===== src/rtl/mmss_countdown.sv =====
// mmss_countdown: BCD minutes:seconds countdown timer.
// Counts down one second per prescaler tick, pulses done at 00:00 and holds
// an alarm level for ALARM_LEN ticks afterwards.
// Optional build macro AUTO_RELOAD_EN: on expiry the count reloads from the
// value captured by the last accepted load and keeps running (no alarm).
module mmss_countdown #(
  parameter int ALARM_LEN = 5
) (
  input  logic       clk,
  input  logic       rst,
  input  logic       tick,
  input  logic       load,
  input  logic [7:0] load_min,
  input  logic [7:0] load_sec,
  input  logic       start,
  input  logic       pause,
  output logic [7:0] min_o,
  output logic [7:0] sec_o,
  output logic       running,
  output logic       done,
  output logic       alarm,
  output logic       load_err
);

  localparam logic [7:0] LP_ALARM_LEN = 8'(ALARM_LEN);

  typedef enum logic [1:0] {
    S_IDLE   = 2'd0,
    S_RUN    = 2'd1,
    S_PAUSED = 2'd2,
    S_ALARM  = 2'd3
  } state_t;

  state_t     r_state;
  state_t     w_state_next;
  logic [7:0] r_min;
  logic [7:0] r_sec;
  logic [7:0] w_min_next;
  logic [7:0] w_sec_next;
  logic [7:0] r_alarm_cnt;
  logic [7:0] w_alarm_cnt_next;
  logic       r_running;
  logic       r_done;
  logic       r_alarm;
  logic       r_load_err;
  logic       w_done_next;
  logic       w_load_err_next;

`ifdef AUTO_RELOAD_EN
  logic [7:0] r_shad_min;
  logic [7:0] r_shad_sec;
  logic [7:0] w_shad_min_next;
  logic [7:0] w_shad_sec_next;
  logic       w_shad_nz;

  // A never-loaded (00:00) shadow means "no reload target"
  assign w_shad_nz = (r_shad_min != 8'h00) || (r_shad_sec != 8'h00);
`endif

  // Digit order: 0 = sec units, 1 = sec tens, 2 = min units, 3 = min tens.
  logic [3:0] w_dig     [4];
  logic [3:0] w_dig_dec [4];
  logic [3:0] w_borrow;
  logic [3:0] w_ld_dig  [4];
  logic [3:0] w_ld_ok;
  logic       w_load_ok;
  logic       w_is_zero;
  logic       w_is_one;

  assign w_dig[0]    = r_sec[3:0];
  assign w_dig[1]    = r_sec[7:4];
  assign w_dig[2]    = r_min[3:0];
  assign w_dig[3]    = r_min[7:4];
  assign w_ld_dig[0] = load_sec[3:0];
  assign w_ld_dig[1] = load_sec[7:4];
  assign w_ld_dig[2] = load_min[3:0];
  assign w_ld_dig[3] = load_min[7:4];

  // The decrement request enters at sec units and ripples as a borrow.
  assign w_borrow[0] = 1'b1;

  generate
    for (genvar gi = 0; gi < 4; gi++) begin : g_digit
      // Sec tens wraps 0 -> 5; every other digit wraps 0 -> 9. Min tens never
      // wraps in practice because RUN is never entered at 00:00.
      localparam logic [3:0] LIM = (gi == 1) ? 4'd5 : 4'd9;

      assign w_dig_dec[gi] = !w_borrow[gi]        ? w_dig[gi] :
                             (w_dig[gi] == 4'd0)  ? LIM       :
                                                    w_dig[gi] - 4'd1;

      assign w_ld_ok[gi] = (w_ld_dig[gi] <= LIM);

      if (gi < 3) begin : g_borrow
        assign w_borrow[gi+1] = w_borrow[gi] && (w_dig[gi] == 4'd0);
      end
    end
  endgenerate

  assign w_load_ok = &w_ld_ok;
  assign w_is_zero = (r_min == 8'h00) && (r_sec == 8'h00);
  assign w_is_one  = (r_min == 8'h00) && (r_sec == 8'h01);

  // Next-state and next-value decode; priority load > pause > start > tick
  always_comb begin
    w_state_next     = r_state;
    w_min_next       = r_min;
    w_sec_next       = r_sec;
    w_alarm_cnt_next = r_alarm_cnt;
    w_done_next      = 1'b0;
    w_load_err_next  = 1'b0;
`ifdef AUTO_RELOAD_EN
    w_shad_min_next  = r_shad_min;
    w_shad_sec_next  = r_shad_sec;
`endif

    case (r_state)
      S_IDLE, S_PAUSED: begin
        if (load) begin
          if (w_load_ok) begin
            w_min_next = load_min;
            w_sec_next = load_sec;
`ifdef AUTO_RELOAD_EN
            w_shad_min_next = load_min;
            w_shad_sec_next = load_sec;
`endif
          end else begin
            w_load_err_next = 1'b1;
          end
        end else if (start && !w_is_zero) begin
          w_state_next = S_RUN;
        end
      end

      S_RUN: begin
        // Loads are not accepted while counting, so they fall through here.
        if (pause) begin
          w_state_next = S_PAUSED;
        end else if (tick) begin
          if (w_is_one) begin
            w_done_next = 1'b1;
`ifdef AUTO_RELOAD_EN
            if (w_shad_nz) begin
              w_min_next = r_shad_min;
              w_sec_next = r_shad_sec;
            end else begin
              w_min_next       = 8'h00;
              w_sec_next       = 8'h00;
              w_alarm_cnt_next = 8'd0;
              w_state_next     = S_ALARM;
            end
`else
            w_min_next       = 8'h00;
            w_sec_next       = 8'h00;
            w_alarm_cnt_next = 8'd0;
            w_state_next     = S_ALARM;
`endif
          end else begin
            w_min_next = {w_dig_dec[3], w_dig_dec[2]};
            w_sec_next = {w_dig_dec[1], w_dig_dec[0]};
          end
        end
      end

      S_ALARM: begin
        if (load) begin
          if (w_load_ok) begin
            w_min_next   = load_min;
            w_sec_next   = load_sec;
            w_state_next = S_IDLE;
`ifdef AUTO_RELOAD_EN
            w_shad_min_next = load_min;
            w_shad_sec_next = load_sec;
`endif
          end else begin
            w_load_err_next = 1'b1;
          end
        end else if (start) begin
          // Start acts as an alarm acknowledge.
          w_state_next = S_IDLE;
        end else if (tick) begin
          w_alarm_cnt_next = r_alarm_cnt + 8'd1;
          if ((r_alarm_cnt + 8'd1) == LP_ALARM_LEN) begin
            w_state_next = S_IDLE;
          end
        end
      end

      default: begin
        w_state_next = S_IDLE;
      end
    endcase
  end

  // State and registered outputs; status flags follow the next state
  always_ff @(posedge clk or posedge rst) begin
    if (rst) begin
      r_state     <= S_IDLE;
      r_min       <= 8'h00;
      r_sec       <= 8'h00;
      r_alarm_cnt <= 8'd0;
      r_running   <= 1'b0;
      r_done      <= 1'b0;
      r_alarm     <= 1'b0;
      r_load_err  <= 1'b0;
    end else begin
      r_state     <= w_state_next;
      r_min       <= w_min_next;
      r_sec       <= w_sec_next;
      r_alarm_cnt <= w_alarm_cnt_next;
      r_running   <= (w_state_next == S_RUN);
      r_done      <= w_done_next;
      r_alarm     <= (w_state_next == S_ALARM);
      r_load_err  <= w_load_err_next;
    end
  end

`ifdef AUTO_RELOAD_EN
  // Reload shadow, captured on every accepted load
  always_ff @(posedge clk or posedge rst) begin
    if (rst) begin
      r_shad_min <= 8'h00;
      r_shad_sec <= 8'h00;
    end else begin
      r_shad_min <= w_shad_min_next;
      r_shad_sec <= w_shad_sec_next;
    end
  end
`endif

  assign min_o    = r_min;
  assign sec_o    = r_sec;
  assign running  = r_running;
  assign done     = r_done;
  assign alarm    = r_alarm;
  assign load_err = r_load_err;

endmodule


===== config.mk =====
export PLATFORM = sky130hd
export DESIGN_NAME = mmss_countdown
export DESIGN_NICKNAME = d
export VERILOG_FILES = /design/src/rtl/mmss_countdown.sv
export SDC_FILE = /design/constraint.sdc
export NUM_CORES = 1
export LEC_CHECK = 0
export CAP_MARGIN = 20
export CORE_ASPECT_RATIO = 0.8
export CORE_MARGIN = 2
export CORE_UTILIZATION = 51
export DETAILED_ROUTE_END_ITERATION = 12
export PLACE_DENSITY = 0.91
export SETUP_SLACK_MARGIN = 0.02
export SYNTH_ARGS = -nofsm -noshare
export SYNTH_HDL_FRONTEND = slang
export SYNTH_SLANG_ARGS = --single-unit

===== constraint.sdc =====
create_clock -name clk -period 2.4 [get_ports clk]
set_clock_uncertainty 0.15 [all_clocks]
set_input_delay 0.36 -clock clk [delete_from_list [all_inputs] [get_ports clk]]
set_output_delay 0.36 -clock clk [all_outputs]
set_load 0.01 [all_outputs]

### Word level (Yosys, flattened, before mapping)

Index checks and enable logic that the tools add are counted.

| storage, ports and cells | value |
|---|---|
| register bits | 30 |
| output and inout port bits | 20 |
| word-level logic and storage cells | 103 |

| cells by class | value |
|---|---|
| order comparisons | 4 |
| add/sub/neg operators | 5 |
| equality and inequality tests | 18 |
| multiplexer cells | 44 |
| reduce and logical (&&, ||, !) cells | 22 |

Operators by type and width:

| operator | number |
|---|---|
| $mux W8 | 16 |
| $pmux W8 S2 | 3 |
| $mux W4 | 7 |
| $mux W2 | 10 |
| $logic_not A4 Y1 | 4 |
| $logic_not A8 Y1 | 2 |
| $sub A4 B1 Y4 const B | 4 |
| $reduce_and A5 Y1 | 3 |
| $le A4 B4 Y1 const B | 3 |
| $ne A2 B2 Y1 const B | 6 |
| $ne A3 B3 Y1 const B | 3 |
| $add A8 B1 Y8 const B | 1 |
| $eq A8 B1 Y1 const B | 1 |
| $eq A8 B3 Y1 const B | 1 |
| $reduce_and A4 Y1 | 2 |
| $mux W1 | 7 |
| $reduce_and A7 Y1 | 1 |
| $eq A2 B2 Y1 const B | 3 |
| $pmux W2 S3 | 1 |
| $logic_and A1 B1 Y1 | 5 |
| $eq A2 B1 Y1 const B | 2 |
| $le A4 B3 Y1 const B | 1 |
| $ne A2 B1 Y1 const B | 2 |
| $reduce_or A3 Y1 | 1 |
| 4 further kinds | 4 |

### Logic depth before layout (Yosys ltp)

| depth | value |
|---|---|
| depth in word-level cells | 8 |
| depth in mapped cells | 8 |
| mapped depth without buffers | 7 |

### Worst setup path before layout

OpenSTA, ideal clock, no wires.

| path | value |
|---|---|
| path type | register to register |
| start point | register r_sec[0], in the netlist sec_o[0] |
| end point | register r_sec[7], in the netlist sec_o[7] |
| path slack | 0.217 ns |
| period minus slack after synthesis | 2.183 ns |
| stages on the path, launching flop included | 7 |
| library setup time | 0.122 ns |
| path buffers | 0 |
| arrival | 1.911 ns |
| cell sequence | dfrtp_1 -> inv_1 -> ha_1 -> or3b_4 -> or4_1 -> a21o_1 -> a32o_1 |

| on the way | value |
|---|---|
| cells in the longest elaborated chain, start to end | 6 |
| elaborated cells on any way between the ends | 9 |

Ends and longest elaborated chain:

| item | line | text |
|---|---|---|
| from (decl) | 37 | `logic [7:0] r_sec;` |
| from (signal assigned) | 209 | `r_sec <= w_sec_next;` |
| $eq A8 B1 Y1 | 102 | `assign w_is_one = (r_min == 8'h00) && (r_sec == 8'h01);` |
| $logic_and A1 B1 Y1 | 102 |  |
| $mux W8 | 140 | `if (w_is_one) begin` |
| $mux W8 | 139 | `end else if (tick) begin` |
| $mux W8 | 137 | `if (pause) begin` |
| $pmux W8 S2 | 117 | `case (r_state)` |

Parallel ways exist; a longest one is shown, timed or not. The select of a mux whose other input is x is not followed.
A chain may end at the register's enable or synchronous reset.

### Worst setup path after layout

| path | value |
|---|---|
| start point | register r_sec[5], in the netlist sec_o[5] |
| end point | register r_state[0] |

| on the way | value |
|---|---|
| cells in the longest elaborated chain, start to end | 7 |
| elaborated cells on any way between the ends | 12 |

Ends and longest elaborated chain:

| item | line | text |
|---|---|---|
| $logic_not A8 Y1 | 101 | `assign w_is_zero = (r_min == 8'h00) && (r_sec == 8'h00);` |
| $logic_and A1 B1 Y1 | 101 |  |
| $logic_not A1 Y1 | 130 | `end else if (start && !w_is_zero) begin` |
| $logic_and A1 B1 Y1 | 130 |  |
| $mux W2 | 130 |  |
| $mux W2 | 119 | `if (load) begin` |
| $pmux W2 S3 * | 117 |  |
| via w_state_next[0] | 35 | `state_t w_state_next;` |
| to (signal assigned) | 207 | `r_state <= w_state_next;` |
| to (decl) | 34 | `state_t r_state;` |

Mark *: on every way through the listed nets, which the timed path passes. The rest lies on a longest branch.

==> out/qor.yml <==
cells_and_area:
  multi_input_area_sq_um: 1195
  final_nets: 309
  fillCellCount: 282
  synthToLayoutAreaGrowth_pct: 33.13
  final_layout_size_suffix_gt1_share_pct: 15.96
  regArea_sq_um: 750.7
  insertedDiodeCount: 0
yosys:
  synth_warnings: 0
  async_flop_share_pct: 100.0
  yosysSeqAreaShare_pct: 37.01
  post_synth.cell_area_avg_sq_um: 9.095
  synth_flop_cell: "sky130_fd_sc_hd__dfrtp_1"
  area_fraction_in_compound_gates_after_synthesis_pct: 27.08
  synth.lib_cells_used.distinct: 62
  post_synth_fa_ha_maj_area_fraction_pct: 3.701
  post_synth_xor_area_fraction_pct: 1.295
  synth.mux.area_fraction_pct: 2.221
  synth_simple_gate_area_share_pct: 24.00
  ys_ff_latch: 30
  syn-instance-count: 223
  synth_fp_nets: 251
  synth.cell_area_sq_um: 2028
  largest_family_of_logic_cells_by_synthesized_area: "compound AO/OA/AOI/OAI gates"
  synth-edff-count: 0
clocking:
  cts_sinks: 30
  insertion_delay_ns: 0.28
  cts_inserted_buffers: 5
  hold_buffers: 0
  cts.clk_slew.worst_paths_ns: 0.06
  clock_tree.root_cell: "sky130_fd_sc_hd__clkbuf_8"
  cts_tree: "built"
  cts-root-to-sink-buffers: 2
  number_of_levels_in_the_clock_h_tree: 2
global_routing:
  grt_start_max_net_pins: 31
  first_global_vias: 1784
  grt_usage_pct: 24.56
  grt_remaining_overflow: 0
  antenna_found_initial: 0
  grt_first_pass_wirelength_um: 8376
timing:
  period_minus_slack_ns: 2.233
  max-slew-margin-rel_pct: 69.08
  post-route-period-util_pct: 93.06
  finalHoldViolCount: 0
  finalSetupViolCount: 0
  tightestPinTransition_ns: 0.4604
  achievable-frequency_mhz: 447.7
  report.final.slew_viol_count: 0
  fin_hold_ws_ns: 0.3126
  grt_setup_unrepaired: "no"
  setup_total_negative_slack_ns: 0
die:
  die_h_um: 60.41
  initial_core_util_pct: 53.32
  ios: 42
  die-width_um: 74.51
  coreArea_sq_um: 3804
  row_count: 20
  total_die_area_sq_um: 4500
setup_path:
  cp_common_cell: "sky130_fd_sc_hd__nand2_1"
  cpMaxStageDelayCell: "sky130_fd_sc_hd__dfrtp_1"
  worstPathCellList: "inv_1, ha_1, nor3b_4, nand2_1, o31ai_1, o22a_1, nand2_1"
  crit_family: "simple AND/OR/NAND/NOR gates"
  timing.critical_path.arrival_ns: 2.24
  setup.worst_path.start_class: "flop"
  max_stage_delay_ns: 0.40
  critical_path.endpoint_type: "flop"
  worstPathMaxFanout: 5
  worst-path-buf-inv: 1
  timing.critical_path.required_ns: 2.40
  setup.worst_path.class: "reg -> reg"
run_status:
  outcome: "finished clean"
detailed_routing:
  route.antenna.remaining_nets: 0
  num_vias: 1954
  dr.first_iter.drc_count: 180
  wirelength_um: 5189
  routed_wire_length_per_instance_um: 15.40
  first_pass_detailed_route_iteration_total: 4
  drc: 0
  via_cell_ratio: 5.798
place:
  weighted_congestion_at_the_end_of_routability_driven_global_placement: 0.9055
  place.detailed.hpwl_um: 3864
  portBuffers: 41
job:
  maxCapViolCount: 0
power_and_ir_drop:
  p_leak_nw: 1.095
  power_density_nw_per_um2: 1025
  power.ir.vdd_worst_uv: 668.2
  design_power_total_w: 0.002769
hold_path:
  min_path_type: "in -> async"
## cell usage after synthesis, drive strengths merged (2+ instances only)
master / count / area share [%]
a211oi: 5 / 1.9
nor4: 2 / 1.4
o211ai: 3 / 1.4
a2bb2oi: 2 / 0.86
inv: 11 / 2.0
a21oi: 20 / 4.9
o21ai: 16 / 3.9
or3b: 2 / 0.99
a31oi: 3 / 0.93
dfrtp: 30 / 37
nor2: 15 / 2.9
clkbuf: 4 / 0.80
or4: 2 / 0.93
buf: 5 / 1.9
xnor2: 2 / 0.86
ha: 6 / 3.7
mux2i: 3 / 1.5
nand4: 2 / 0.62
nand2: 26 / 5.2
o2bb2ai: 4 / 2.7
nand2b: 3 / 1.0
nand3: 7 / 1.7
and4: 3 / 1.3
o21a: 2 / 0.74
nor3b: 5 / 2.6
nor3: 11 / 2.7
o31ai: 5 / 1.9
## timing repair
action | in CTS | in global routing
resized for setup | 0 | 2
buffers inserted | 0 | 0
setup endpoints to repair | 0 | 3
## worst register-to-register path, cell delays in order (launching register included)
cell	delay, ns
sky130_fd_sc_hd__dfrtp_1	0.40
sky130_fd_sc_hd__inv_1	0.08
sky130_fd_sc_hd__ha_1	0.24
sky130_fd_sc_hd__nor3b_4	0.35
sky130_fd_sc_hd__nand2_1	0.23
sky130_fd_sc_hd__o31ai_1	0.37
sky130_fd_sc_hd__o22a_1	0.23
sky130_fd_sc_hd__nand2_1	0.06
## metrics by stage
step | setup slack, ns | utilization [%] | instances | instance area [sq um]
3_5_place_dp | 0.005324 | 68.26 | 329 | 2596
2_1_floorplan | 0.2170 | - | 223 | 2028
3_3_place_gp | 0.05791 | 68.26 | 329 | 2596
6_report | 0.1666 | 70.99 | 337 | 2700
4_1_cts | 0.1577 | 70.66 | 337 | 2688
5_1_grt | 0.03732 | 70.99 | 337 | 2700
## layout by cell type (no fill, tap or decap), drive strengths merged, types with 2 or more instances in the layout
cell type / netlist / layout
and4: 3 / 3
o211ai: 3 / 3
inv: 11 / 11
xnor2: 2 / 2
a31oi: 3 / 3
nand4: 2 / 2
o2bb2ai: 4 / 4
nand2b: 3 / 3
nor3b: 5 / 5
o21a: 2 / 2
ha: 6 / 6
o31ai: 5 / 5
nor3: 11 / 11
clkbuf: 4 / 7
buf: 5 / 19
mux2i: 3 / 3
o21ai: 16 / 16
dfrtp: 30 / 30
nor2: 15 / 15
a21oi: 20 / 20
clkdlybuf4s50: 0 / 41
a211oi: 5 / 5
or3b: 2 / 2
nand2: 26 / 26
nor4: 2 / 2
a2bb2oi: 2 / 2
nand3: 7 / 7
or4: 2 / 2
## area by class of cell
class / instances / share of cell area [%]
multi-input cells: 173 / 44.25
flip-flops and latches: 30 / 27.80
repair buffers: 60 / 20.48
clock buffers: 7 / 3.197
well taps: 55 / 2.549
inverters: 11 / 1.529
clock inverters: 1 / 0.1854
## worst paths after layout
kind / slack [ns] / startpoint / cells past startpoint / end
max in group asynchronous: 1.51 / rst / 3 / r_alarm_cnt[1]
min: 0.31 / rst / 3 / min_o[5]
min reg2reg: 0.43 / r_alarm_cnt[0] / 1 / r_alarm_cnt[0]
max reg2reg: 0.17 / sec_o[5] / 7 / r_state[0]
min in group clk: 0.43 / r_alarm_cnt[0] / 1 / r_alarm_cnt[0]
max: 0.17 / sec_o[5] / 7 / r_state[0]
## flip-flops by register name, summed over array words and instances, names as in the netlist
signal	cells
min_o	8
r_alarm_cnt	8
sec_o	8
r_state	2
alarm	1
done	1
load_err	1
running	1
## cells by family (layout without fill, tap and decap cells)
kind of cell    after synthesis  count (layout)
mux                           4               4
xor+xnor                      3               3
flops                        30              30
fa+ha+maj                     6               6
compound gates               75              75
simple gates                 85              85
buf+inv                      20              79
## power breakdown
| part | internal [W] | switching [W] | total, W | leakage (nW) |
|---|---|---|---|---|
| registers | 0.000662 | 0.000242 | 0.000904 | 0.382 |
| clock network | 0.000231 | 0.000189 | 0.000420 | 0.0482 |
| logic | 0.000738 | 0.000706 | 0.00144 | 0.665 |
| total | 0.00163 | 0.00114 | 0.00277 | 1.10 |
## routing by layer
layer / part of all wire, % / global-route usage, %
met5: 0 / 0
met4: 1.0 / 8.929
met3: 5.8 / 4.651
met2: 44 / 36.66
met1: 49 / 35.81
No activity file was read; power rests on OpenSTA's default activity.
